`config.mk`:
```
export PLATFORM = sky130hd
export DESIGN_NAME = axis_burst_reader
export DESIGN_NICKNAME = d
export VERILOG_FILES = /design/src/rtl/output_buffer.sv /design/src/rtl/axis_burst_reader.sv
export SDC_FILE = /design/constraint.sdc
export NUM_CORES = 1
export LEC_CHECK = 0
export ABC_AREA = 1
export CAP_MARGIN = 20
export CORE_ASPECT_RATIO = 0.75
export CORE_UTILIZATION = 50
export CTS_BUF_LIST = sky130_fd_sc_hd__clkbuf_16
export DETAILED_ROUTE_END_ITERATION = 10
export HOLD_SLACK_MARGIN = 0.1
export PLACE_DENSITY = 0.9
export SLEW_MARGIN = 40
export SYNTH_ARGS = -nofsm -noshare
export SYNTH_HDL_FRONTEND = slang
export SYNTH_SLANG_ARGS = --single-unit
```
`constraint.sdc`:
```
create_clock -name aclk -period 4.3 [get_ports aclk]
set_clock_uncertainty 0.2 [all_clocks]
set_input_delay 0.86 -clock aclk [delete_from_list [all_inputs] [get_ports aclk]]
set_output_delay 0.86 -clock aclk [all_outputs]
set_load 0.01 [all_outputs]
```
`src/rtl/output_buffer.sv`:
```
// Single registered pipeline stage with valid/ready handshake.
// Accepts a new word whenever the register is empty or is being drained, so it sustains full rate.
module output_buffer #(
  parameter int unsigned DATA_WIDTH = 8
) (
  input  logic                  clk,
  input  logic                  rst_n,
  input  logic [DATA_WIDTH-1:0] s_data,
  input  logic                  s_valid,
  output logic                  s_ready,
  output logic [DATA_WIDTH-1:0] m_data,
  output logic                  m_valid,
  input  logic                  m_ready
);

  logic [DATA_WIDTH-1:0] data_q, data_d;
  logic                  valid_q, valid_d;
  logic                  load;

  assign s_ready = !valid_q || m_ready;
  assign load    = s_valid && s_ready;
  assign m_data  = data_q;
  assign m_valid = valid_q;

  always_comb begin
    data_d  = data_q;
    valid_d = valid_q;
    if (load) begin
      data_d  = s_data;
      valid_d = 1'b1;
    end else if (m_ready) begin
      valid_d = 1'b0;
    end
  end

  always_ff @(posedge clk) begin
    if (!rst_n) begin
      data_q  <= '0;
      valid_q <= 1'b0;
    end else begin
      data_q  <= data_d;
      valid_q <= valid_d;
    end
  end

endmodule

```
`src/rtl/axis_burst_reader.sv`:
```
// Pulls fixed-length bursts from an upstream FIFO once enough words are queued and marks the last word.
// Define AXIS_BURST_READER_TIMEOUT_EN to flush partial bursts after cfg_timeout idle cycles.
module axis_burst_reader #(
  parameter int unsigned AXIS_TDATA_WIDTH = 32,
  parameter int unsigned CNTR_WIDTH       = 10,
  parameter int unsigned TIMEOUT_WIDTH    = 16
) (
  input  logic                        aclk,
  input  logic                        aresetn,
  input  logic [CNTR_WIDTH-1:0]       cfg_data,
  input  logic [TIMEOUT_WIDTH-1:0]    cfg_timeout,
  input  logic [CNTR_WIDTH-1:0]       fifo_count,
  input  logic [AXIS_TDATA_WIDTH-1:0] s_axis_tdata,
  input  logic                        s_axis_tvalid,
  output logic                        s_axis_tready,
  output logic [AXIS_TDATA_WIDTH-1:0] m_axis_tdata,
  output logic                        m_axis_tvalid,
  input  logic                        m_axis_tready,
  output logic                        m_axis_tlast,
  output logic                        busy,
  output logic [31:0]                 sts_bursts
);

  localparam int unsigned BUF_W = AXIS_TDATA_WIDTH + 1;

  typedef enum logic {
    IDLE  = 1'b0,
    BURST = 1'b1
  } state_e;

  state_e                state_q, state_d;
  logic [CNTR_WIDTH-1:0] remaining_q, remaining_d;
  logic [31:0]           bursts_q, bursts_d;

  logic             buf_in_ready;
  logic             buf_in_valid;
  logic [BUF_W-1:0] buf_in_data;
  logic [BUF_W-1:0] buf_out_data;
  logic             in_hs;
  logic             last_word;
  logic             full_ready;

  assign full_ready    = (cfg_data != '0) && (fifo_count >= cfg_data);
  assign last_word     = (remaining_q == CNTR_WIDTH'(1));
  assign s_axis_tready = (state_q == BURST) && buf_in_ready;
  assign in_hs         = s_axis_tready && s_axis_tvalid;
  assign buf_in_valid  = (state_q == BURST) && s_axis_tvalid;
  assign buf_in_data   = {last_word, s_axis_tdata};

`ifdef AXIS_BURST_READER_TIMEOUT_EN
  logic [TIMEOUT_WIDTH-1:0] idle_cnt_q, idle_cnt_d;
  logic                     partial_pending;
  logic                     timeout_hit;

  // A partial burst is waiting: some words queued but fewer than a full burst.
  assign partial_pending = (cfg_timeout != '0) && (fifo_count != '0) && (fifo_count < cfg_data);
  assign timeout_hit     = partial_pending && (idle_cnt_q >= cfg_timeout);
`else
  logic unused_timeout;
  assign unused_timeout = ^cfg_timeout;
`endif

  always_comb begin
    state_d     = state_q;
    remaining_d = remaining_q;
    bursts_d    = bursts_q;
`ifdef AXIS_BURST_READER_TIMEOUT_EN
    idle_cnt_d  = idle_cnt_q;
`endif
    if (state_q == IDLE) begin
`ifdef AXIS_BURST_READER_TIMEOUT_EN
      if ((cfg_timeout == '0) || (fifo_count == '0)) begin
        idle_cnt_d = '0;
      end else if (partial_pending) begin
        idle_cnt_d = idle_cnt_q + TIMEOUT_WIDTH'(1);
      end
`endif
      if (full_ready) begin
        state_d     = BURST;
        remaining_d = cfg_data;
`ifdef AXIS_BURST_READER_TIMEOUT_EN
        idle_cnt_d  = '0;
      end else if (timeout_hit) begin
        state_d     = BURST;
        remaining_d = fifo_count;
        idle_cnt_d  = '0;
`endif
      end
    end else begin
      // Burst ends on the handshake of the tlast word; the next edge always lands in IDLE.
      if (in_hs) begin
        remaining_d = remaining_q - CNTR_WIDTH'(1);
        if (last_word) begin
          state_d  = IDLE;
          bursts_d = bursts_q + 32'd1;
        end
      end
    end
  end

  always_ff @(posedge aclk) begin
    if (!aresetn) begin
      state_q     <= IDLE;
      remaining_q <= '0;
      bursts_q    <= '0;
    end else begin
      state_q     <= state_d;
      remaining_q <= remaining_d;
      bursts_q    <= bursts_d;
    end
  end

`ifdef AXIS_BURST_READER_TIMEOUT_EN
  always_ff @(posedge aclk) begin
    if (!aresetn) begin
      idle_cnt_q <= '0;
    end else begin
      idle_cnt_q <= idle_cnt_d;
    end
  end
`endif

  output_buffer #(
    .DATA_WIDTH(BUF_W)
  ) u_out_buf (
    .clk    (aclk),
    .rst_n  (aresetn),
    .s_data (buf_in_data),
    .s_valid(buf_in_valid),
    .s_ready(buf_in_ready),
    .m_data (buf_out_data),
    .m_valid(m_axis_tvalid),
    .m_ready(m_axis_tready)
  );

  assign m_axis_tdata = buf_out_data[AXIS_TDATA_WIDTH-1:0];
  assign m_axis_tlast = buf_out_data[AXIS_TDATA_WIDTH];
  assign busy         = (state_q == BURST);
  assign sts_bursts   = bursts_q;

endmodule

```
# [Word-level counts from Yosys, hierarchy flattened]
# Cells that the tools add are included.
[totals] regBits=77 latchBits=0 ram_bits=0 mem_bits_ro=0 output_inout_bits=68 n_memories=0
[op_classes] add_sub_neg=2 n_mul=0 n_div=0 magnitude_cmp=1 eq_ne=2 n_shift=0 n_mux=9 n_bitwise=0 reduce_logical=12
[ops] op="$add 32x1->32 const B" n=1
[ops] op="$mux 10" n=3
[ops] op="$eq 10x1->1 const B" n=1
[ops] op="$ge 10x10->1" n=1
[ops] op="$reduce_bool 10->1" n=1
[ops] op="$sub 10x1->10 const B" n=1
[ops] op="$mux 1" n=6
[ops] op="$logic_and 1x1->1" n=5
[ops] op="$reduce_bool 2->1" n=2
[ops] op="$reduce_and 3->1" n=1
[ops] op="$ne 2x1->1 const B" n=1
[ops] op="$reduce_and 2->1" n=1
[ops] op="$logic_not 1->1" n=1
[ops] op="$logic_or 1x1->1" n=1

# [Logic depth before layout (Yosys ltp)]
# Gate-level depths: netlist of the first run.
[depth] word_depth=6 mapped_depth=13 depth_no_buf=13

# [Hierarchy]
# Synthesis of the first run repeated with hierarchy kept, for this count alone.
[unflattened] cells_unflattened=709 hier_area_um2=4431.8
[modules_own_cells] mod="axis_burst_reader" n_inst=1 cells_per_inst=488 area_each_um2=2922.8 seq_area_each_um2=860.8
[modules_own_cells] mod="output_buffer" n_inst=1 cells_per_inst=221 area_each_um2=1508.9 seq_area_each_um2=680.7

# [Worst setup path before layout of the first run]
# OpenSTA, ideal clock, no wires.
[synth_path] path_kind="input-to-reg" start="in cfg_data[5]" end="reg remaining_q[6]" setup_time_ns=0.115 t_arrival_ns=1.952 required_time_ns=3.985 path_slack_ns=2.033 path_stages=13 path_buffers=1 cell_sequence="inv_1 > ha_1 > nand2_1 > inv_1 > nand2_1 > nand2_1 > nand2_1 > nand4_1 > nand2_1 > buf_2 > nand3_1 > nand2_1 > nor2_1"
[synth_via] elab_chain_cells=4 word_cells_on_any_way=5
[synth_lines] item="start: declaration" line_no="axis_burst_reader.sv:10" rtl="input logic [CNTR_WIDTH-1:0] cfg_data,"
[synth_lines] item="$ge 10x10->1 or $reduce_bool 10->1 (tied branches)" line_no="axis_burst_reader.sv:43" rtl="assign full_ready = (cfg_data != '0) && (fifo_count >= cfg_data);"
[synth_lines] item="$logic_and 1x1->1 *" line_no="axis_burst_reader.sv:43"
[synth_lines] item="$reduce_bool 2->1 (no line) *"
[synth_lines] item="$reduce_and 2->1 (no line) *"
[synth_lines] item="end signal: assignment" line_no="axis_burst_reader.sv:108" rtl="remaining_q <= remaining_d;"
[synth_lines] item="end: declaration" line_no="axis_burst_reader.sv:32" rtl="logic [CNTR_WIDTH-1:0] remaining_q, remaining_d;"
# Mark *: on every way between the ends. The rest lies on a longest branch, timed or not.
# A chain may end at the register's enable or synchronous reset.

# [Worst setup path after layout of the first run]
[layout_path] start="in m_axis_tready" end="out s_axis_tready"
[layout_via] elab_chain_cells=2
[layout_lines] item="start: declaration" line_no="axis_burst_reader.sv:18" rtl="input logic m_axis_tready,"
[layout_lines] item="$logic_or 1x1->1" line_no="output_buffer.sv:20" rtl="assign s_ready = !valid_q || m_ready;"
[layout_lines] item="$logic_and 1x1->1" line_no="axis_burst_reader.sv:45" rtl="assign s_axis_tready = (state_q == BURST) && buf_in_ready;"
[layout_lines] item="end: declaration" line_no="axis_burst_reader.sv:15" rtl="output logic s_axis_tready,"
# Every way passes these cells.

==> impl_metrics.csv, run 1 <==
group,metric,value,unit
global_routing,antenna_found_initial,0,
clock_tree,numCtsBuffers,9,
logic_synthesis,ys_seq_area_share,36.5,%
logic_synthesis,synth_compound_area_share,11.5,%
pwr,internal-power,1320,uW
logic_synthesis,synth_cell_types,29,
floorplanning,pin_count,140,
logic_synthesis,yosys.area_share.simple,38.6,%
logic_synthesis,synth_flop_cell,"dfxtp_1",
global_routing,grt_max_degree,47,
clock_tree,ctsHtreeMaxLevel,3,
global_routing,grt_overflow,0,
pwr,irDropWorstVdd,227,uV
logic_synthesis,syn_area,4230,um2
clock_tree,cts.sinks,77,
sta,drv_slew,0,
logic_synthesis,synth_seq_cells,77,
pwr,power.density,324,nW/um2
setup_path,reg2reg_from,"busy",
setup_path,worstSetupPathType,"primary input to output pin",
sta,worst_pin_slew,784,ps
route,drt_pass1_iterations,6,
setup_path,critPathLaunch,"m_axis_tready",
placement,place_area,5510,um2
pwr,power_frac_clock,38.5,%
logic_synthesis,synth_top_family_by_area,"simple AND/OR/NAND/NOR gates",
logic_synthesis,synth_edf_count,0,
route,post_drt_wl_per_cell,14.2,um
floorplanning,row_count,28,
logic_synthesis,postSynthAreaPerCell,6.37,um2
final_layout,drive_above_1_share,5.48,%
pwr,power.total,1880,uW
clock_tree,cts_root_buf,"clkbuf_16",
floorplanning,die_x,108,um
floorplanning,die-area,8830,um2
route,drt-total-wl,12600,um
placement,hpwl,9070,um
sta,rsz0062_at_grt,"no",
logic_synthesis,synthArstFlopShare,0,%
sta,setup_tns,0,ps
clock_tree,clock_latency,330,ps
route,drc_errors,0,
logic_synthesis,yosys_warnings,0,
pwr,p_comb_share,19.4,%
clock_tree,cts.clk_slew.worst_paths,60,ps
logic_synthesis,syn_nets,748,
job,drv_cap,0,
setup_path,r2r_cells,9,
global_routing,grt_pass1_vias,4204,
clock_tree,cts.repair.resized,0,
floorplanning,fp.dieH,81.6,um
global_routing,grt_pass1_wl,19600,um
sta,hold_violations,0,
setup_path,cp-end-kind,"output pin",
route,vias_per_cell,5.41,
hold_path,hold_class,"flip-flop to flip-flop",
floorplanning,core,8020,um2
final_layout,num_antenna_cells,0,
setup_path,cp.arrival,2120,ps
placement,io_buffers,123,
clock_tree,ctsHoldBuffers,0,
global_routing,grt_usage,28.3,%
setup_path,cp.required,3240,ps
clock_tree,clockBufferDepth,2,
clock_tree,post_cts_buffers,0,
logic_synthesis,synthAdderAreaFrac,3.85,%
sta,relSlewSlack,47.6,%
pwr,switching_share,29.6,%
final_layout,fin_nets,864,
outcome,run_status,"complete, no violations",
setup_path,cp_max_fo,2,
sta,setup-violations-final,0,
logic_synthesis,synthCells,663,
final_layout,area_growth,37.1,%
sta,clock.fmax,314,MHz
sta,post-route-min-period,3180,ps
route,initialDrtViolationCount,571,
placement,gp_congestion,0.996,
floorplanning,start_util,52.7,%
pwr,p_leak,0.00223,uW
final_layout,stdcell_area,5790,um2
setup_path,rr_endpoint,"sts_bursts[5]",
sta,min_period_over_period,74.0,%
setup_path,r2r_setup_slack,1700,ps
route,ant_nets,0,
pwr,power_switching,554,uW
logic_synthesis,synth_xor_area_share,1.87,%
clock_tree,cts_tree,"done",
route,num_vias,4806,
logic_synthesis,synthMuxAreaShare,0,%
setup_path,start_kind,"primary input",
final_layout,layout_common_cells,"nand2_1 (188), nor2_1 (136), clkdlybuf4s50_1 (123), dfxtp_1 (77), inv_1 (50)",
final_layout,layout_commonest_cell,"nand2_1",
pwr,seqPwrFrac,42.1,%
setup_path,crit_end,"s_axis_tready",
==> registers in the layout, summed over array words and instances, names as in the netlist <==
signal / cells
u_out_buf.m_data: 33
sts_bursts: 32
remaining_q: 10
busy: 1
u_out_buf.m_valid: 1
==> power by group through the flow <==
stage               sequential (uW)  combinational (uW)  clock (uW)
global route                    792                 408         762
floorplan                       811                 195           0
CTS                             787                 363         731
detailed placement              803                 359           0
global placement                800                 340           0
finish                          789                 365         722
==> per-stage QoR <==
step           utilization (%)  hold slack (ps)  cells  setup slack [ps]
2_1_floorplan                -              288    663              2030
3_3_place_gp              68.7              257    873              1020
3_5_place_dp              68.7              259    873               912
4_1_cts                   72.2              271    889              1110
5_1_grt                   72.2              285    889              1040
6_report                  72.2              267    889              1120
==> worst min-delay path by stage <==
stage	startpoint	endpoint	slack [ps]	depth (start not counted)
6_report	u_out_buf.m_data[32]	u_out_buf.m_data[32]	270	2
4_1_cts	u_out_buf.m_data[32]	u_out_buf.m_data[32]	270	2
5_1_grt	u_out_buf.m_data[32]	u_out_buf.m_data[32]	290	2
2_1_floorplan	sts_bursts[13]	sts_bursts[13]	290	2
3_3_place_gp	u_out_buf.m_data[32]	u_out_buf.m_data[32]	260	2
3_5_place_dp	u_out_buf.m_data[32]	u_out_buf.m_data[32]	260	2
==> kinds of logic (layout without fill, tap and decap cells) <==
kind of cell | after synthesis | after routing
compound gates | 94 | 94
xor+xnor | 9 | 9
fa+ha+maj | 13 | 13
buf+inv | 81 | 202
flops | 77 | 77
simple gates | 389 | 389
==> metal layers <==
| metal | global-route usage [%] | share of wire [%] | up-vias |
|---|---|---|---|
| met5 | 0 | 0 | - |
| met4 | 11.1 | 2.5 | 0 |
| met3 | 7.14 | 10 | 40 |
| met2 | 46.1 | 45 | 278 |
| met1 | 36.2 | 42 | 2161 |
| li1 | - | - | 2327 |
==> synth_stat cells (3+ instances only) <==
library cell | count | area [um2]
nand4_1 | 4 | 25.0
nand3b_1 | 6 | 45.0
nor2_2 | 3 | 18.8
a21oi_1 | 42 | 210
nor2_1 | 136 | 510
ha_1 | 13 | 163
inv_2 | 8 | 30.0
clkbuf_1 | 14 | 52.6
nor3_1 | 12 | 60.1
o21ai_0 | 48 | 240
inv_1 | 50 | 188
buf_2 | 5 | 25.0
nand3_1 | 30 | 150
nand2_1 | 188 | 706
dfxtp_1 | 77 | 1540
xor2_1 | 7 | 61.3
nor3_2 | 3 | 30.0
==> worst max-delay path: stages <==
cell and delay, ps:
clkdlybuf4s50_1 460, inv_1 70, a21oi_4 160, clkdlybuf4s50_1 570
==> cell type report <==
class	count	area [um2]
fillers	639	2230
clock inverters	7	56.3
clock buffers	9	225
well taps	105	131
inverters	60	228
flip-flops and latches	77	1540
multi-input cells	505	2360
repair buffers	126	1250
Power figures use the tool's default switching activity.
==> run 2: changes to the inputs <==
- CORE_UTILIZATION: 50 -> 42
- PLACE_DENSITY: 0.9 -> 0.81
- clock period: 4.3 -> 2.9 ns (I/O delays scaled with it)
==> run 2 against run 1 <==
Sequential share of layout area down 0.30 points. Critical path depth unchanged. Setup slack worse by 820 ps. Cell area rose by 1.1%. Final cell count increased by 3.5%.
==> impl_metrics.csv, run 2 (synthesized netlist as in run 1, its figures left out) <==
group,metric,value,unit
clock_tree,cts_tree,"done",
clock_tree,clock_latency,340,ps
setup_path,crit_family,"buffers and inverters",
clock_tree,ctsHtreeMaxLevel,3,
pwr,p_leak,0.00225,uW
sta,min_period_over_period,89.9,%
final_layout,layout_common_cells,"nand2_1 (188), nor2_1 (136), clkdlybuf4s50_1 (123), dfxtp_1 (77), inv_1 (50)",
route,drc_errors,0,
route,num_vias,4577,
route,post_drt_wl_per_cell,12.8,um
sta,worst_pin_slew,640,ps
setup_path,path_cells,"clkdlybuf4s50_1, inv_1, a21oi_4, clkdlybuf4s50_1",
route,drt-total-wl,11800,um
route,drt_pass1_iterations,5,
global_routing,antenna_found_initial,0,
placement,hpwl,8760,um
final_layout,layout_commonest_cell,"nand2_1",
sta,setup-violations-final,0,
floorplanning,core,9700,um2
pwr,irDropWorstVdd,229,uV
setup_path,cp.arrival,1830,ps
placement,io_buffers,123,
setup_path,cp.buffers_inverters,3,
pwr,power.density,475,nW/um2
global_routing,grt_pass1_wl,19500,um
setup_path,worst_path_most_repeated_cell,"clkdlybuf4s50_1",
job,drv_cap,0,
sta,clock.fmax,383,MHz
final_layout,largest_register_ffs,33,
floorplanning,die-area,10500,um2
setup_path,worstSetupPathType,"primary input to output pin",
setup_path,cp.required,2120,ps
clock_tree,cts.sinks,77,
sta,post-route-min-period,2610,ps
hold_path,hold_class,"flip-flop to flip-flop",
final_layout,area_growth,38.6,%
clock_tree,cts_root_buf,"clkbuf_16",
clock_tree,cts.clk_slew.worst_paths,60,ps
global_routing,grt_overflow,0,
final_layout,fillers,896,
floorplanning,fp.dieH,88.9,um
floorplanning,row_count,31,
clock_tree,cts.repair.resized,0,
setup_path,start_kind,"primary input",
outcome,run_status,"complete, no violations",
final_layout,multi_input_area,2360,um2
sta,drv_slew,0,
floorplanning,start_util,43.6,%
floorplanning,die_x,118,um
clock_tree,ctsHoldBuffers,0,
global_routing,grt_pass1_vias,4079,
global_routing,grt_usage,23.5,%
route,vias_per_cell,4.98,
final_layout,drive_above_1_share,5.96,%
final_layout,regArea,1540,um2
sta,rsz0062_at_grt,"no",
clock_tree,numCtsBuffers,9,
placement,gp_congestion,0.898,
setup_path,slowest_stage,"clkdlybuf4s50_1",
setup_path,cp-end-kind,"output pin",
sta,hold_violations,0,
setup_path,slowest_delay,570,ps
setup_path,cp_max_fo,2,
sta,setup_ws,292,ps
sta,setup_tns,0,ps
clock_tree,post_cts_buffers,0,
final_layout,num_antenna_cells,0,
clock_tree,clockBufferDepth,2,
floorplanning,pin_count,140,
route,initialDrtViolationCount,368,
route,ant_nets,0,
placement,post-place-ws,246,ps
sta,relSlewSlack,57.0,%
global_routing,grt_max_degree,35,
final_layout,fin_nets,868,
==> run 2: cell count changes in the layout (fill, tap and decap cells not counted) <==
cell   previous run  this run
inv_6             3         2
buf_4             3         7
inv_8             0         1
==> run 2: path summary, 6_finish.rpt <==
kind | from | endpoint | slack (ps) | depth (start not counted)
setup / recovery | m_axis_tready | s_axis_tready | 290 | 4
hold / removal | u_out_buf.m_data[32] | u_out_buf.m_data[32] | 270 | 2
setup reg to reg | remaining_q[0] | remaining_q[6] | 760 | 9
hold reg to reg | u_out_buf.m_data[32] | u_out_buf.m_data[32] | 270 | 2
==> run 2: power breakdown <==
| group | internal (uW) | leakage [uW] | total (uW) | switching (uW) |
|---|---|---|---|---|
| Sequential | 1120 | 0.000627 | 1170 | 48.8 |
| Clock | 593 | 0.000138 | 1080 | 485 |
| Combinational | 253 | 0.00148 | 535 | 282 |
==> run 2: stage by stage <==
| stage | std cells | power, uW | area [um2] | util, % | hold slack, ps |
|---|---|---|---|---|---|
| floorplan | 663 | 1490 | 4230 | - | 288 |
| global placement | 904 | 1700 | 5580 | 57.5 | 255 |
| detailed placement | 904 | 1720 | 5580 | 57.5 | 263 |
| CTS | 920 | 2800 | 5860 | 60.4 | 273 |
| global route | 920 | 2920 | 5860 | 60.4 | 297 |
| finish | 920 | 2780 | 5860 | 60.4 | 270 |
==> run 2: final cells by class <==
type | count | area share [%]
clock buffers | 9 | 3.84
flip-flops and latches | 77 | 26.3
clock inverters | 7 | 1.00
multi-input cells | 505 | 40.2
well taps | 132 | 2.82
inverters | 60 | 3.89
repair buffers | 130 | 21.9
==> run 2: per-layer routing <==
layer	track usage, %	up-vias	wire [um]
met3	6.06	18	826
met4	7.46	0	192
li1	-	2345	-
met2	37.0	163	5120
met5	0	-	0
met1	31.6	2051	5680
==> run 2: worst register-to-register path: stages (launching register included) <==
cell and delay [ps]:
dfxtp_1 370, inv_1 150, ha_1 190, inv_1 60, nor3_1 500, nand4_1 190
nand3_1 130, o21ai_0 80, a21oi_1 120, nor2_1 60
